`src/rtl/reload_counter_pkg.sv`:
```
// reload_counter_pkg: mode codes and FSM state encoding shared by the
// reload_counter block.
package reload_counter_pkg;

  localparam logic [1:0] MODE_UP      = 2'b00;
  localparam logic [1:0] MODE_DOWN    = 2'b01;
  localparam logic [1:0] MODE_ONESHOT = 2'b10;
  localparam logic [1:0] MODE_RELOAD  = 2'b11;

  typedef enum logic [1:0] {
    ST_IDLE = 2'd0,
    ST_RUN  = 2'd1,
    ST_DONE = 2'd2
  } state_t;

endpackage

```
`src/rtl/reload_counter_cnt_prescaler.sv`:
```
// cnt_prescaler: counts enabled clocks and emits a tick when the count
// equals div, then wraps to 0. clr (a counter load) restarts the period.
module cnt_prescaler #(
  parameter int W = 4
) (
  input  logic         clk,
  input  logic         reset,
  input  logic         en,
  input  logic         clr,
  input  logic [W-1:0] div,
  output logic         tick
);

  logic [W-1:0] r_psc;
  logic         w_term;

  assign w_term = (r_psc == div);
  assign tick   = en & w_term;

  // Prescale counter; frozen while en is low, cleared by reset or load.
  always_ff @(posedge clk) begin
    if (reset || clr)  r_psc <= '0;
    else if (en) begin
      if (w_term)      r_psc <= '0;
      else             r_psc <= r_psc + 1'b1;
    end
  end

endmodule

```
`src/rtl/reload_counter.sv`:
```
// reload_counter: loadable up/down counter with one-shot and auto-reload
// modes, terminal-count pulse and busy flag.
// Optional prescaler enabled by defining RELOAD_CNT_PRESCALE_EN; without it
// psc_div is ignored and every enabled clock is a tick.
module reload_counter
  import reload_counter_pkg::*;
#(
  parameter int WIDTH      = 8,
  parameter int PRESCALE_W = 4
) (
  input  logic                  clk,
  input  logic                  reset,
  input  logic [WIDTH-1:0]      wdata,
  input  logic                  wr,
  input  logic [1:0]            mode,
  input  logic                  en,
  input  logic [PRESCALE_W-1:0] psc_div,
  output logic [WIDTH-1:0]      data_cnt,
  output logic                  tc,
  output logic                  busy
);

  state_t           r_state;
  logic [WIDTH-1:0] r_cnt;
  logic [WIDTH-1:0] r_reload;
  logic             r_tc;
  logic             w_tick;

`ifdef RELOAD_CNT_PRESCALE_EN
  cnt_prescaler #(.W(PRESCALE_W)) u_psc (
    .clk   (clk),
    .reset (reset),
    .en    (en),
    .clr   (wr),
    .div   (psc_div),
    .tick  (w_tick)
  );
`else
  logic w_unused_psc;
  assign w_unused_psc = ^psc_div;
  assign w_tick       = en;
`endif

  // FSM, count, reload and tc; a load beats a same-cycle tick.
  always_ff @(posedge clk) begin
    if (reset) begin
      r_state  <= ST_IDLE;
      r_cnt    <= '0;
      r_reload <= '0;
      r_tc     <= 1'b0;
    end else begin
      r_tc <= 1'b0;
      if (wr) begin
        r_reload <= wdata;
        r_cnt    <= wdata;
        r_state  <= ST_RUN;
      end else if (w_tick && r_state == ST_RUN) begin
        case (mode)
          MODE_UP: begin
            r_cnt <= r_cnt + 1'b1;
            r_tc  <= (r_cnt == '1);
          end
          MODE_DOWN: begin
            r_cnt <= r_cnt - 1'b1;
            r_tc  <= (r_cnt == '0);
          end
          MODE_ONESHOT: begin
            // 1->0 and an already-zero count both finish the shot at 0.
            if (r_cnt <= WIDTH'(1)) begin
              r_cnt   <= '0;
              r_tc    <= 1'b1;
              r_state <= ST_DONE;
            end else begin
              r_cnt <= r_cnt - 1'b1;
            end
          end
          default: begin
            if (r_cnt == '0) begin
              r_cnt <= r_reload;
              r_tc  <= 1'b1;
            end else begin
              r_cnt <= r_cnt - 1'b1;
            end
          end
        endcase
      end
    end
  end

  assign data_cnt = r_cnt;
  assign tc       = r_tc;
  assign busy     = (r_state == ST_RUN);

endmodule

```
`config.mk`:
```
export PLATFORM = sky130hd
export DESIGN_NAME = reload_counter
export DESIGN_NICKNAME = d
export VERILOG_FILES = /design/src/rtl/reload_counter_pkg.sv /design/src/rtl/reload_counter_cnt_prescaler.sv /design/src/rtl/reload_counter.sv
export SDC_FILE = /design/constraint.sdc
export NUM_CORES = 1
export LEC_CHECK = 0
export BUFFER_PORTS_ARGS = -buffer_cell sky130_fd_sc_hd__clkbuf_2
export CAP_MARGIN = 20
export CORE_MARGIN = 2
export CORE_UTILIZATION = 55
export CTS_BUF_LIST = sky130_fd_sc_hd__clkbuf_4
export DETAILED_ROUTE_END_ITERATION = 6
export PLACE_DENSITY = 0.79
export SLEW_MARGIN = 10
export SYNTH_ARGS = -nofsm -noshare
export SYNTH_HDL_FRONTEND = slang
export SYNTH_SLANG_ARGS = --single-unit
export TNS_END_PERCENT = 100
```
`constraint.sdc`:
```
create_clock -name clk -period 2.94 [get_ports clk]
set_clock_uncertainty 0.05 [all_clocks]
set_input_delay 0.735 -clock clk [delete_from_list [all_inputs] [get_ports clk]]
set_output_delay 0.735 -clock clk [all_outputs]
set_load 0.02 [all_outputs]
```
# [Word level (Yosys, flattened, before mapping)]
# Cells that the tools add are included.
[totals] register_bits=19 out_inout_bits=10 elab_cells=35
[op_classes] addsub=2 order_cmp=1 eq_ne=4 muxes=12 n_bitwise=1 n_reduce_logical=10
[ops] op="$mux 8" n=4
[ops] op="$pmux 8 s3" n=1
[ops] op="$add 8x1->8 const B" n=1
[ops] op="$eq 8x8->1 const B" n=1
[ops] op="$le 8x1->1 const B" n=1
[ops] op="$logic_not 8->1" n=1
[ops] op="$sub 8x1->8 const B" n=1
[ops] op="$mux 1" n=6
[ops] op="$reduce_and 3->1" n=2
[ops] op="$reduce_bool 2->1" n=3
[ops] op="$eq 2x1->1 const B" n=2
[ops] op="$pmux 1 s3" n=1
[ops] op="$reduce_or 3->1" n=1
[ops] op="$eq 2x2->1 const B" n=1
[ops] op="$logic_not 2->1" n=1
[ops] op="$reduce_or 2->1" n=1
[ops] op="$logic_and 1x1->1" n=1
[ops] op="$not 1->1" n=1

# [Longest topological paths before layout]
[depth] word_depth=5 ltp_mapped=8 mapped_depth_nobuf=7

# [Least setup slack after synthesis]
# No wires, ideal clock.
[synth_path] path_kind="flip-flop to flip-flop" startpoint="reg r_cnt[0] (netlist: data_cnt[0])" endpoint="reg r_cnt[7] (netlist: data_cnt[7])" setup_time_ns=0.120 t_arrival_ns=2.081 required_ns=2.770 path_slack_ns=0.689 stages_incl_launch_ff=9 path_buffers=1 synth_period_minus_slack_ns=2.251 path_cell_list="dfxtp_1 -> clkbuf_1 -> inv_1 -> ha_1 -> nor4b_4 -> and3_1 -> a221oi_1 -> o21ai_1 -> o31a_1"
[synth_between] elab_chain_cells=5 word_cells_on_any_way=9 classes_between="add/sub (2); order compare (1); mux (5); reduce/logical (1)"
[synth_lines] item="start, declared" line_no="reload_counter.sv:24" rtl="logic [WIDTH-1:0] r_cnt;"
[synth_lines] item="start signal, assigned" line_no="reload_counter.sv:55" rtl="r_cnt <= wdata;"
[synth_lines] item="start signal, assigned" line_no="reload_counter.sv:60" rtl="r_cnt <= r_cnt + 1'b1;"
[synth_lines] item="start signal, assigned" line_no="reload_counter.sv:64" rtl="r_cnt <= r_cnt - 1'b1;"
[synth_lines] item="$sub 8x1->8, or another cell as far along" line_no="reload_counter.sv:64, reload_counter.sv:74, reload_counter.sv:82"
[synth_lines] item="$mux 8 (on tied branches)" line_no="reload_counter.sv:78, reload_counter.sv:69"
[synth_lines] item="$pmux 8 s3 (*)" line_no="reload_counter.sv:58" rtl="case (mode)"
[synth_lines] item="$mux 8 (*)" line_no="reload_counter.sv:57" rtl="end else if (w_tick && r_state == ST_RUN) begin"
[synth_lines] item="$mux 8 (*)" line_no="reload_counter.sv:53" rtl="if (wr) begin"
# Mark *: on every way between the ends. The rest lies on a longest branch, timed or not. The select of a mux whose other input is x is not followed.
# A chain may end at the register's enable or synchronous reset.

# [Worst setup path after layout]
[layout_path] startpoint="reg r_cnt[1] (netlist: data_cnt[1])" endpoint="reg r_cnt[1] (netlist: data_cnt[1])"
# Same word-level chain as after synthesis.

==> results.toml <==
[detailed_routing]
route.antenna.remaining_nets = 0
drt-initial-drc-count = 72
drt-wirelength-per-cell_um = 15.7
dr.pass1.iters = 4
route.detailed.drc = 0
route.final.wire_length_mm = 3.72
vias_per_cell = 6.38
route.vias.total = 1511

[timing]
timing.fmax_mhz = 482
timing.final.hold_violations = 0
worst_pin_slew_ns = 0.604
worst_slew_margin_rel_pct = 59.8
finalMaxSlewViolations = 0
period_share_pct = 70.6
final_period_minus_worst_setup_slack_ns = 2.08
final.setup.tns_ns = 0
finalSetupViolCount = 0
rsz0062_at_grt = "false"

[worst_setup_path]
worstSetupPathType = "reg -> reg"
timing.reg2reg.worst_path_depth = 7
worst_ep_required_time_ns = 3.07
crit_path_end_kind = "flop"
critical_path_arrival_ns = 2.21
cp-start-kind = "flop"
path_max_fanout = 8

[grt]
grt_util_met1_pct = 32.4
grtUsageMet3_pct = 1.61
initial_antenna_violation_count = 0
first_global_vias = 1333
top_usage_layer = "met2"
wire_length_of_the_first_global_routing_pass_mm = 6.13
track_usage_pct = 23.9
grt_max_degree = 31
gr-total-overflow = 0
use_met2_pct = 39.2

[logic_synthesis]
ys_warn_count = 0
post_synth_main_area_contributors = "sky130_fd_sc_hd__dfxtp_1 25%, sky130_fd_sc_hd__mux2i_1 6.0%, sky130_fd_sc_hd__nor2_1 5.7%"
seq_area_frac_synth_pct = 25.2
area_share_of_the_leading_cell_type_in_the_synthesized_netlist_pct = 25.2
synthesis.instances = 195
yosys_register_bits = 19
synthesis.area_um2 = 1510
synthesis.area_per_instance_um2 = 7.73
yosysMostFrequentCell = "sky130_fd_sc_hd__nor2_1"
syn_nets = 217
synth.lib_cells_used.distinct = 50
number_of_enable_type_register_cells_in_the_synthesized_netlist = 0
synth-async-reset-ratio_pct = 0
synth_commonest_cells = "23 x sky130_fd_sc_hd__nor2_1, 19 x sky130_fd_sc_hd__dfxtp_1, 15 x sky130_fd_sc_hd__nand2_1"
synth-main-ff-cell = "sky130_fd_sc_hd__dfxtp_1"
synth.largest_area_cell = "sky130_fd_sc_hd__dfxtp_1"

[pwr]
p_sw_uw = 256
leakagePower_uw = 0.000671
clkPwrFrac_pct = 21.4
vdd_ir_drop_max_mv = 0.319
power_switching_share_pct = 36.9
share_seq_of_total_power_pct = 43.1
cellInternalPower_uw = 438
total_power_density_per_cell_area_nw_per_um2 = 428
p_comb_share_pct = 35.5

[layout]
multiInputGateArea_um2 = 1020
antenna_cells = 0
storage_element_area_um2 = 380
layout-drive-gt1-share_pct = 17.9
nNetsFinal = 230
stdcell_count = 237
area.growth.synth_to_final_pct = 7.64
fillerInstances = 245

[placement]
finalWeightedCongestion = 0.930
place_hpwl_mm = 2.64
number_of_i_o_port_buffers = 23
place.detailed.instances = 233

[clock_network]
cts_num_sinks = 19
cts-buffers-inserted = 3
htree_num_levels = 1
clock_tree.buffer_depth = 2
post_cts.repair.setup_buffers = 0
clock_latency_ns = 0.31
clock_tree.root_cell = "sky130_fd_sc_hd__clkbuf_4"
tritoncts = "done"
path_clk_slew_ns = 0.10
ctsHoldBuffers = 0
cts_resized = 0

[floorplan]
core_region_area_um2 = 2540
floorplan.rows = 18
io-pin-count = 28
start_util_pct = 59.2
die_h_um = 56.4
floorplan.die_area_um2 = 3180
fp.dieW_um = 56.4

[flow_run]
maxCapViolations = 0

[hold_path]
whs_path_depth = 2
holdCritPathClass = "reg -> reg"

[outcome]
status = "complete, no violations"
[through the flow]
| step | utilization (%) | setup WS [ns] | area (um^2) | power (uW) | hold WS, ns |
|---|---|---|---|---|---|
| global placement | 62.6 | 0.658 | 1590 | 541 | 0.401 |
| CTS | 63.8 | 0.941 | 1620 | 695 | 0.431 |
| global route | 63.8 | 0.712 | 1620 | 731 | 0.447 |
| finish | 63.8 | 0.865 | 1620 | 695 | 0.429 |
| detailed placement | 62.6 | 0.632 | 1590 | 548 | 0.414 |
| floorplan | - | 0.689 | 1510 | 497 | 0.391 |
[per-layer routing]
layer	wire (um)	part of all wire [%]
met3	293	7.9
met4	61	1.6
met2	1780	48
met5	0	0
met1	1580	42
[cells by family after synthesis]
family,count (synthesis),share of synthesized area [%]
and+or+nand+nor,77,27.6
AOI/OAI and AO/OA,50,23.6
buffers and inverters,24,7.22
DFF,19,25.2
xor gates and xnor gates,11,6.39
muxes,10,6.72
adders and majority gates,4,3.32
[sequential cells by signal, indices dropped and copies added (netlist names)]
register  count
data_cnt      8
r_reload      8
r_state       2
tc            1
[placed cells by master (no fill, tap or decap), drive strengths merged, types with 7 or more instances in the layout]
master and n:
nor3 9, nand2 15, a21oi 12, o21ai 8, inv 7, nor2 23, clkbuf 27, xnor2 7
dfxtp 19, mux2i 9
[worst max-delay path, cell delays in order (launching register included)]
cell and delay [ns]:
sky130_fd_sc_hd__dfxtp_1 0.33, sky130_fd_sc_hd__inv_1 0.13, sky130_fd_sc_hd__ha_1 0.20, sky130_fd_sc_hd__nor4b_4 0.34
sky130_fd_sc_hd__nand2_1 0.31, sky130_fd_sc_hd__or2_1 0.31, sky130_fd_sc_hd__a31oi_1 0.19, sky130_fd_sc_hd__o22ai_1 0.11
[worst paths after layout]
kind	from	endpoint	slack [ns]
setup / recovery	data_cnt[1]	data_cnt[1]	0.86
hold / removal	r_reload[1]	r_reload[1]	0.43
setup reg to reg	data_cnt[1]	data_cnt[1]	0.86
hold reg to reg	r_reload[1]	r_reload[1]	0.43
[power by group through the flow]
stage	logic, uW	clock network (uW)	registers (uW)
after floorplan	197	0	300
after global placement	237	0	305
after detailed placement	243	0	306
after CTS	244	151	300
after global routing	271	157	304
final	246	148	300
[layout make-up]
type | instances | share of cell area (%)
well taps | 30 | 2.31
inverters | 7 | 1.62
clock buffers | 4 | 1.85
flip-flops and latches | 19 | 23.4
repair buffers | 25 | 8.02
multi-input cells | 152 | 62.8
Note: power is estimated with default switching activity, not from simulation.
